File: src/rtl/seq_pattern_gen.sv
// rtl/seq_pattern_gen.sv - serial MSB-first pattern generator; optional repeat via SEQ_GEN_REPEAT_EN
module seq_pattern_gen #(
  parameter int MAX_LEN = 8,
  parameter int GAP     = 2,
  parameter int LW      = $clog2(MAX_LEN + 1)
) (
  input  logic               clk,
  input  logic               reset_n,
  input  logic               start,
  input  logic [MAX_LEN-1:0] pattern,
  input  logic [LW-1:0]      len,
  input  logic               repeat_req,
  output logic               w,
  output logic               busy,
  output logic               done,
  output logic               err
);

  typedef enum logic [1:0] {S_IDLE, S_SHIFT, S_GAP} state_t;

  state_t             state_q, state_d;
  logic [MAX_LEN-1:0] pat_q, pat_d;
  logic [LW-1:0]      len_q, len_d;
  logic [LW-1:0]      cnt_q, cnt_d;
  logic               w_d, done_d, err_d;
  logic               len_ok;

`ifdef SEQ_GEN_REPEAT_EN
  localparam int GW = (GAP > 1) ? $clog2(GAP) : 1;
  logic [GW-1:0]      gap_q, gap_d;
`else
  logic               unused_cfg;
  assign unused_cfg = repeat_req ^ (GAP > 0);
`endif

  // Bit idx of p, done as a shift so the index width need not match the vector.
  function automatic logic bit_at(input logic [MAX_LEN-1:0] p, input logic [LW-1:0] idx);
    logic [MAX_LEN-1:0] s;
    s = p >> idx;
    return s[0];
  endfunction

  assign len_ok = (len != '0) && (len <= LW'(MAX_LEN));
  assign busy   = (state_q != S_IDLE);

  // Next-state and next registered outputs; w holds the bit selected by the counter.
  always_comb begin
    state_d = state_q;
    pat_d   = pat_q;
    len_d   = len_q;
    cnt_d   = cnt_q;
    w_d     = 1'b0;
    done_d  = 1'b0;
    err_d   = 1'b0;
`ifdef SEQ_GEN_REPEAT_EN
    gap_d   = gap_q;
`endif
    case (state_q)
      S_IDLE: begin
        if (start) begin
          if (len_ok) begin
            pat_d   = pattern;
            len_d   = len;
            cnt_d   = len - LW'(1);
            w_d     = bit_at(pattern, len - LW'(1));
            state_d = S_SHIFT;
          end else begin
            err_d = 1'b1;
          end
        end
      end
      S_SHIFT: begin
        if (cnt_q != '0) begin
          cnt_d = cnt_q - LW'(1);
          w_d   = bit_at(pat_q, cnt_q - LW'(1));
        end
`ifdef SEQ_GEN_REPEAT_EN
        else if (repeat_req) begin
          if (GAP > 0) begin
            state_d = S_GAP;
            gap_d   = GW'(GAP - 1);
          end else begin
            cnt_d = len_q - LW'(1);
            w_d   = bit_at(pat_q, len_q - LW'(1));
          end
        end
`endif
        else begin
          state_d = S_IDLE;
          done_d  = 1'b1;
        end
      end
`ifdef SEQ_GEN_REPEAT_EN
      S_GAP: begin
        if (gap_q == '0) begin
          state_d = S_SHIFT;
          cnt_d   = len_q - LW'(1);
          w_d     = bit_at(pat_q, len_q - LW'(1));
        end else begin
          gap_d = gap_q - GW'(1);
        end
      end
`endif
      default: state_d = S_IDLE;
    endcase
  end

  // State, latched frame and registered outputs; reset clears everything at once.
  always_ff @(posedge clk or negedge reset_n) begin
    if (!reset_n) begin
      state_q <= S_IDLE;
      pat_q   <= '0;
      len_q   <= '0;
      cnt_q   <= '0;
      w       <= 1'b0;
      done    <= 1'b0;
      err     <= 1'b0;
`ifdef SEQ_GEN_REPEAT_EN
      gap_q   <= '0;
`endif
    end else begin
      state_q <= state_d;
      pat_q   <= pat_d;
      len_q   <= len_d;
      cnt_q   <= cnt_d;
      w       <= w_d;
      done    <= done_d;
      err     <= err_d;
`ifdef SEQ_GEN_REPEAT_EN
      gap_q   <= gap_d;
`endif
    end
  end

endmodule

File: config.mk
export PLATFORM = sky130hd
export DESIGN_NAME = seq_pattern_gen
export DESIGN_NICKNAME = d
export VERILOG_FILES = /design/src/rtl/seq_pattern_gen.sv
export SDC_FILE = /design/constraint.sdc
export NUM_CORES = 1
export LEC_CHECK = 0
export BUFFER_PORTS_ARGS = -buffer_cell sky130_fd_sc_hd__buf_2
export CAP_MARGIN = 20
export CORE_MARGIN = 8
export CORE_UTILIZATION = 33
export CTS_CLUSTER_SIZE = 20
export DETAILED_ROUTE_END_ITERATION = 8
export GPL_ROUTABILITY_DRIVEN = 0
export GPL_TIMING_DRIVEN = 1
export PLACE_DENSITY_LB_ADDON = 0.25
export SETUP_SLACK_MARGIN = 0.4
export SKIP_LAST_GASP = 1
export SLEW_MARGIN = 25
export SYNTH_ARGS = -nofsm -noshare
export SYNTH_HDL_FRONTEND = slang
export SYNTH_SLANG_ARGS = --single-unit
File: constraint.sdc
create_clock -name clk -period 1.57 [get_ports clk]
set_input_delay 0.314 -clock clk [delete_from_list [all_inputs] [get_ports clk]]
set_output_delay 0.314 -clock clk [all_outputs]
set_load 0.01 [all_outputs]
[After elaboration in Yosys (flattened, before gate mapping)]
Cells that the tools add are included.
Operators by class
  add/subtract/negate cells: 2
  reductions and logical operators: 9
  $lt $le $gt $ge: 1
  muxes and demuxes: 17
  equal/unequal tests: 5
  shifts and indexed selects: 2
Operator list (count)
  right shift 8 x 4 -> 1 bit: 2
  two-way mux 4 bit: 3
  two-way mux 1 bit: 8
  inequality test 2 bit (second input constant): 4
  case mux 4 bit (2 select lines): 1
  nonzero test 4 bit: 2
  subtractor 4 x 1 -> 4 bit (second input constant): 2
  two-way mux 2 bit: 3
  AND reduction 3 bit: 2
  less-or-equal comparator 4 bit (second input constant): 1
  case mux 2 bit (2 select lines): 1
  AND reduction 4 bit: 1
  nonzero test 2 bit: 2
  == test 2 x 1 -> 1 bit (second input constant): 1
  zero test 2 bit: 1
  case mux 1 bit (2 select lines): 1
  logical AND 1 bit: 1
Word-level totals
  output and inout bits: 4
  input bits: 16
  register bits: 17
  word-level logic and storage cells: 42

[Logic depth before layout (Yosys ltp)]
  depth in word-level cells: 5
  mapped depth: 7
  depth with buffers taken out: 6

[Worst setup path before layout]
OpenSTA, ideal clock, no wires.
  kind: input to register
  start point: input port len[0]
  end point: register pat_q[0]
  stages: 6
  buffers on the path: 0
  data arrival time: 1.621 ns
  library setup time: 0.125 ns
  setup slack: -0.176 ns
  data required time: 1.445 ns
  cell sequence: inv_1 -> ha_1 -> or2b_2 -> xor2_1 -> nand2_2 -> mux2_2
Between the ends
  cells in the longest elaborated chain, start to end: 3
  elaborated cells between the ends (all ways): 4
  those cells by class: order compare (1); reduce/logical (3)
Ends and longest elaborated chain
  from (decl): RTL line 11  | input logic [LW-1:0] len,
  less-or-equal comparator 4 bit or nonzero test 4 bit (tied branches): RTL line 43  | assign len_ok = (len != '0) && (len <= LW'(MAX_LEN));
  logical AND 1 bit *: RTL line 43
  AND reduction 3 bit (no line) *
  to (signal assigned): RTL line 123  | pat_q <= pat_d;
  to (decl): RTL line 22  | logic [MAX_LEN-1:0] pat_q, pat_d;
Every way passes the cells marked *; elsewhere a longest branch is shown, timed or not.
A chain may end at the register's enable or synchronous reset.

[Worst setup path after layout]
  start point: register cnt_q[0]
  end point: register w
Between the ends
  cells in the longest elaborated chain, start to end: 4
  elaborated cells between the ends (all ways): 5
  those cells by class: add/sub (1); shift (1); mux (2); reduce/logical (1)
Ends and longest elaborated chain
  from (decl): RTL line 24  | logic [LW-1:0] cnt_q, cnt_d;
  from (signal assigned): RTL line 125  | cnt_q <= cnt_d;
  subtractor 4 x 1 -> 4 bit: RTL line 75  | w_d = bit_at(pat_q, cnt_q - LW'(1));
  right shift 8 x 4 -> 1 bit: RTL line 39  | s = p >> idx;
  two-way mux 1 bit *: RTL line 73  | if (cnt_q != '0) begin
  case mux 1 bit (2 select lines) *: RTL line 58  | case (state_q)
  net w_d: RTL line 25  | logic w_d, done_d, err_d;
  to (signal assigned): RTL line 126  | w <= w_d;
  to (decl): RTL line 13  | output logic w,
Mark *: on every way through the listed nets, which the timed path passes. The rest lies on a longest branch.

==> summary.md <==
| Metric | Value |
|---|---|
| Run status | `complete, but fails checks` |
| Violations in the final reports | `negative setup slack` |
| Avg WL per Cell | `14.91 µm` |
| Post-route insts no fill | `147` |
| Setup TNS after final layout | `-0.02556 ns` |
| Final setup violation count | `1` |
| Cell chain of the critical path | `inv_2 > ha_4 > mux4_2 > mux2_4 > nand4_1 > o41ai_2` |
| Pleak | `0.7024 nW` |
| Arrival time of the worst setup path | `1.76 ns` |
| Max-cap check violation count | `0` |
| Period utilization | `101.6%` |
| Power Total | `0.002397 W` |
| Fraction of synthesized cell area taken by the top area cell type | `44.26%` |
| Aggregate routed wire length | `2.192 mm` |
| Clock tree from TritonCTS | `done` |
| Seq cells post-synth | `16` |
| Layout cells sized above 1 | `62.93%` |
| Overall die height | `68.36 µm` |
| Synthesized area | `904.6 µm²` |
| Crit path time final | `1.596 ns` |
| Mean area per synthesized cell | `12.06 µm²` |
| Number of cells produced by synthesis | `75` |
| Required time at the worst-slack endpoint | `1.74 ns` |
| Worst R2R Start | `cnt_q[0]$_DFFE_PN0P_` |
| Yosys warning total | `0` |
| Total inserted antenna cells | `0` |
| Type of the most critical hold path | `input pin to flop` |
| Number of antenna violations at the first check in global routing | `0` |
| Category of the worst setup path launch point | `flop` |
| Crit Reg-Reg Endpoint | `w$_DFF_PN0_` |
| Die X-Extent | `68.36 µm` |
| Critical path peak fanout | `4` |
| Setup crit end kind | `flop` |
| Post-route antenna net violation count | `0` |
| Number of global-route vias before repair | `776` |
| Power density over the cells | `1664 nW/µm²` |
| IO buf count | `18` |
| Endpoint of the worst hold-timing path | `pat_q[0]$_DFFE_PN0P_` |
| Slack of the critical path | `-0.02556 ns` |
| Crit Path Class | `flop to flop` |
| Number of cells on the worst reg-to-reg path | `6` |
| Yosys top cell by area | `sky130_fd_sc_hd__dfrtp_1` |
| Initial Utilization | `33.67%` |
| HPWL after detailed placement | `1.695 mm` |
| Overflow left after global routing | `0` |
| Routed via count | `731` |
| Avg Vias per Cell | `4.973` |
| Stage delay of the slowest cell on the critical path | `0.42 ns` |
| Clock Skews | `0.004060 ns` |
| Count of cells along the worst hold path | `2` |
| RSZ-0062 raised after global routing | `true` |
| Master of the slowest instance on the critical path | `sky130_fd_sc_hd__dfrtp_2` |
| Dpl cells | `133` |
| Yosys cell types | `31` |
| Buffers from clock root to sink, at most | `2` |
| Final core utilization | `53.61%` |
| Standard-cell rows | `19` |
| Final routed DRC violation total | `0` |
| Internal reg-to-reg setup slack | `-0.03 ns` |
| Post-synthesis sequential area ratio | `44.26%` |
| Maximum number of pins on one net before global-route repair | `17` |
| Most frequent cells in the layout | `sky130_fd_sc_hd__buf_4 (16), sky130_fd_sc_hd__dfrtp_1 (15), sky130_fd_sc_hd__buf_2 (15), sky130_fd_sc_hd__mux2_4 (9), sky130_fd_sc_hd__buf_6 (6)` |
| Number of slew-limit violations in the final report | `0` |
| Clock-pin transition on the worst setup and hold timing paths | `0.09 ns` |
| Mapped Nets | `93` |
| Clk root buf | `sky130_fd_sc_hd__clkbuf_4` |
| Most frequent standard cell in the layout excluding fill and tap cells | `sky130_fd_sc_hd__buf_4` |
| HP Start | `pattern[0]` |
| Global-route wire length before repair | `3.684 mm` |
| Insertion delay of the later-clocked pin in the worst-skew pair | `0.28 ns` |
| GRT Util Overall | `10.49%` |
| Peak supply drop | `883.5 µV` |
| Number of failing hold endpoints at the final stage | `0` |
| Leading cell types by total area after synthesis | `sky130_fd_sc_hd__dfrtp_1 (44%), sky130_fd_sc_hd__mux2_2 (14%), sky130_fd_sc_hd__mux4_1 (5.8%)` |
| Layout-stage area growth over the synthesis result | `59.20%` |
| Level count of the clock H-tree | `1` |
| Actual slew at the worst max-slew pin | `0.3709 ns` |
| Total Die Area | `4672 µm²` |
| Max Freq | `0.6267 GHz` |
| Clock net sink count | `16` |
| Iter 0 DRT Violations | `23` |
| CORE AREA | `2686 µm²` |
| Place WS | `-0.2166 ns` |
| First-pass iteration count of the detailed router | `3` |
| Nets@finish | `136` |
| Max_slew headroom | `75.27%` |
| TritonCTS buffer count | `3` |
| I/O pins | `20` |
[per-stage QoR]
step	hold slack, ns	cell area, µm²
after floorplan	0.01841	1017
after global placement	0.2462	1214
after detailed placement	0.2519	1214
after CTS	0.2697	1371
after global routing	0.2625	1440
final	0.2754	1440
[cell usage after synthesis]
cell type                  instances
sky130_fd_sc_hd__dfrtp_1          16
sky130_fd_sc_hd__mux2_2           11
sky130_fd_sc_hd__inv_1             5
sky130_fd_sc_hd__nor2_1            4
sky130_fd_sc_hd__mux2i_1           3
sky130_fd_sc_hd__nor3_1            3
sky130_fd_sc_hd__a21oi_1           2
sky130_fd_sc_hd__ha_1              2
sky130_fd_sc_hd__mux4_1            2
sky130_fd_sc_hd__nand2_1           2
sky130_fd_sc_hd__nand3_1           2
sky130_fd_sc_hd__o21ai_0           2
sky130_fd_sc_hd__xnor2_1           2
sky130_fd_sc_hd__xor2_1            2
sky130_fd_sc_hd__and2_1            1
sky130_fd_sc_hd__and3_1            1
sky130_fd_sc_hd__buf_6             1
sky130_fd_sc_hd__clkbuf_1          1
sky130_fd_sc_hd__mux4_2            1
sky130_fd_sc_hd__nand2_2           1
sky130_fd_sc_hd__nand4_1           1
sky130_fd_sc_hd__nor2b_1           1
sky130_fd_sc_hd__nor3b_1           1
sky130_fd_sc_hd__o211a_1           1
sky130_fd_sc_hd__o22a_1            1
sky130_fd_sc_hd__o22ai_1           1
sky130_fd_sc_hd__o31ai_1           1
sky130_fd_sc_hd__o41ai_1           1
sky130_fd_sc_hd__or2b_2            1
sky130_fd_sc_hd__or4_2             1
sky130_fd_sc_hd__xnor2_2           1
[kinds of logic (layout without fill, tap and decap cells)]
family,Yosys count,after routing,synth area share [%]
AO/OA/AOI/OAI,9,9,6.779
XOR/XNOR,5,5,5.672
adder cells (fa/ha/maj),2,2,2.766
buffers and inverters,7,48,3.734
flip-flops,16,16,44.26
multiplexers,17,17,25.31
AND/OR/NAND/NOR,19,19,11.48
[where the power goes]
part / internal (W) / switching, W
combinational: 0.000903 / 0.000510
clock: 0.0000891 / 0.000126
sequential: 0.000605 / 0.000164
[worst max-delay path, delay by kind of cell (launching register included)]
family	cells	cell delay, ns
simple gates	1	0.10
flops	1	0.42
compound gates	1	0.08
mux	2	0.54
buf+inv	1	0.06
fa+ha+maj	1	0.27
[layer usage]
metal | wire (µm) | part of all wire, % | track usage [%] | up-vias
met1 | 892 | 41 | 11.46 | 362
met5 | 0 | 0 | 0 | -
met3 | 141 | 6.4 | 4.746 | 0
li1 | - | - | - | 353
met4 | 0 | 0 | 1.535 | 0
met2 | 1159 | 53 | 18.64 | 16
[flip-flops by register name, summed over array words and instances (netlist names)]
| register | count |
|---|---|
| w | 1 |
| done | 1 |
| cnt_q | 4 |
| err | 1 |
| pat_q | 8 |
| state_q | 1 |
[timing repair]
action,4_1_cts,5_1_grt
hold endpoints to repair,16,0
setup endpoints to repair,16,16
hold buffers,1,0
pin swaps,0,6
resized for setup,18,9
setup buffers,5,5
[area by class of cell]
type,count,area [µm²]
Multi-Input combinational cell,52,620.6
Tap cell,31,38.79
Fill cell,245,1246
Timing Repair Buffer,40,312.8
Inverter,5,43.79
Clock buffer,3,22.52
Sequential cell,16,401.6
[how the worst max path moves through the flow]
stage / start / end / depth (start not counted)
after floorplan: len[1] / pat_q[0]$_DFFE_PN0P_ / 6
after global placement: len[1] / w$_DFF_PN0_ / 7
after detailed placement: len[1] / w$_DFF_PN0_ / 7
after CTS: cnt_q[0]$_DFFE_PN0P_ / w$_DFF_PN0_ / 6
after global routing: cnt_q[0]$_DFFE_PN0P_ / w$_DFF_PN0_ / 6
final: cnt_q[0]$_DFFE_PN0P_ / w$_DFF_PN0_ / 6
No activity file was read; power rests on OpenSTA's default activity.
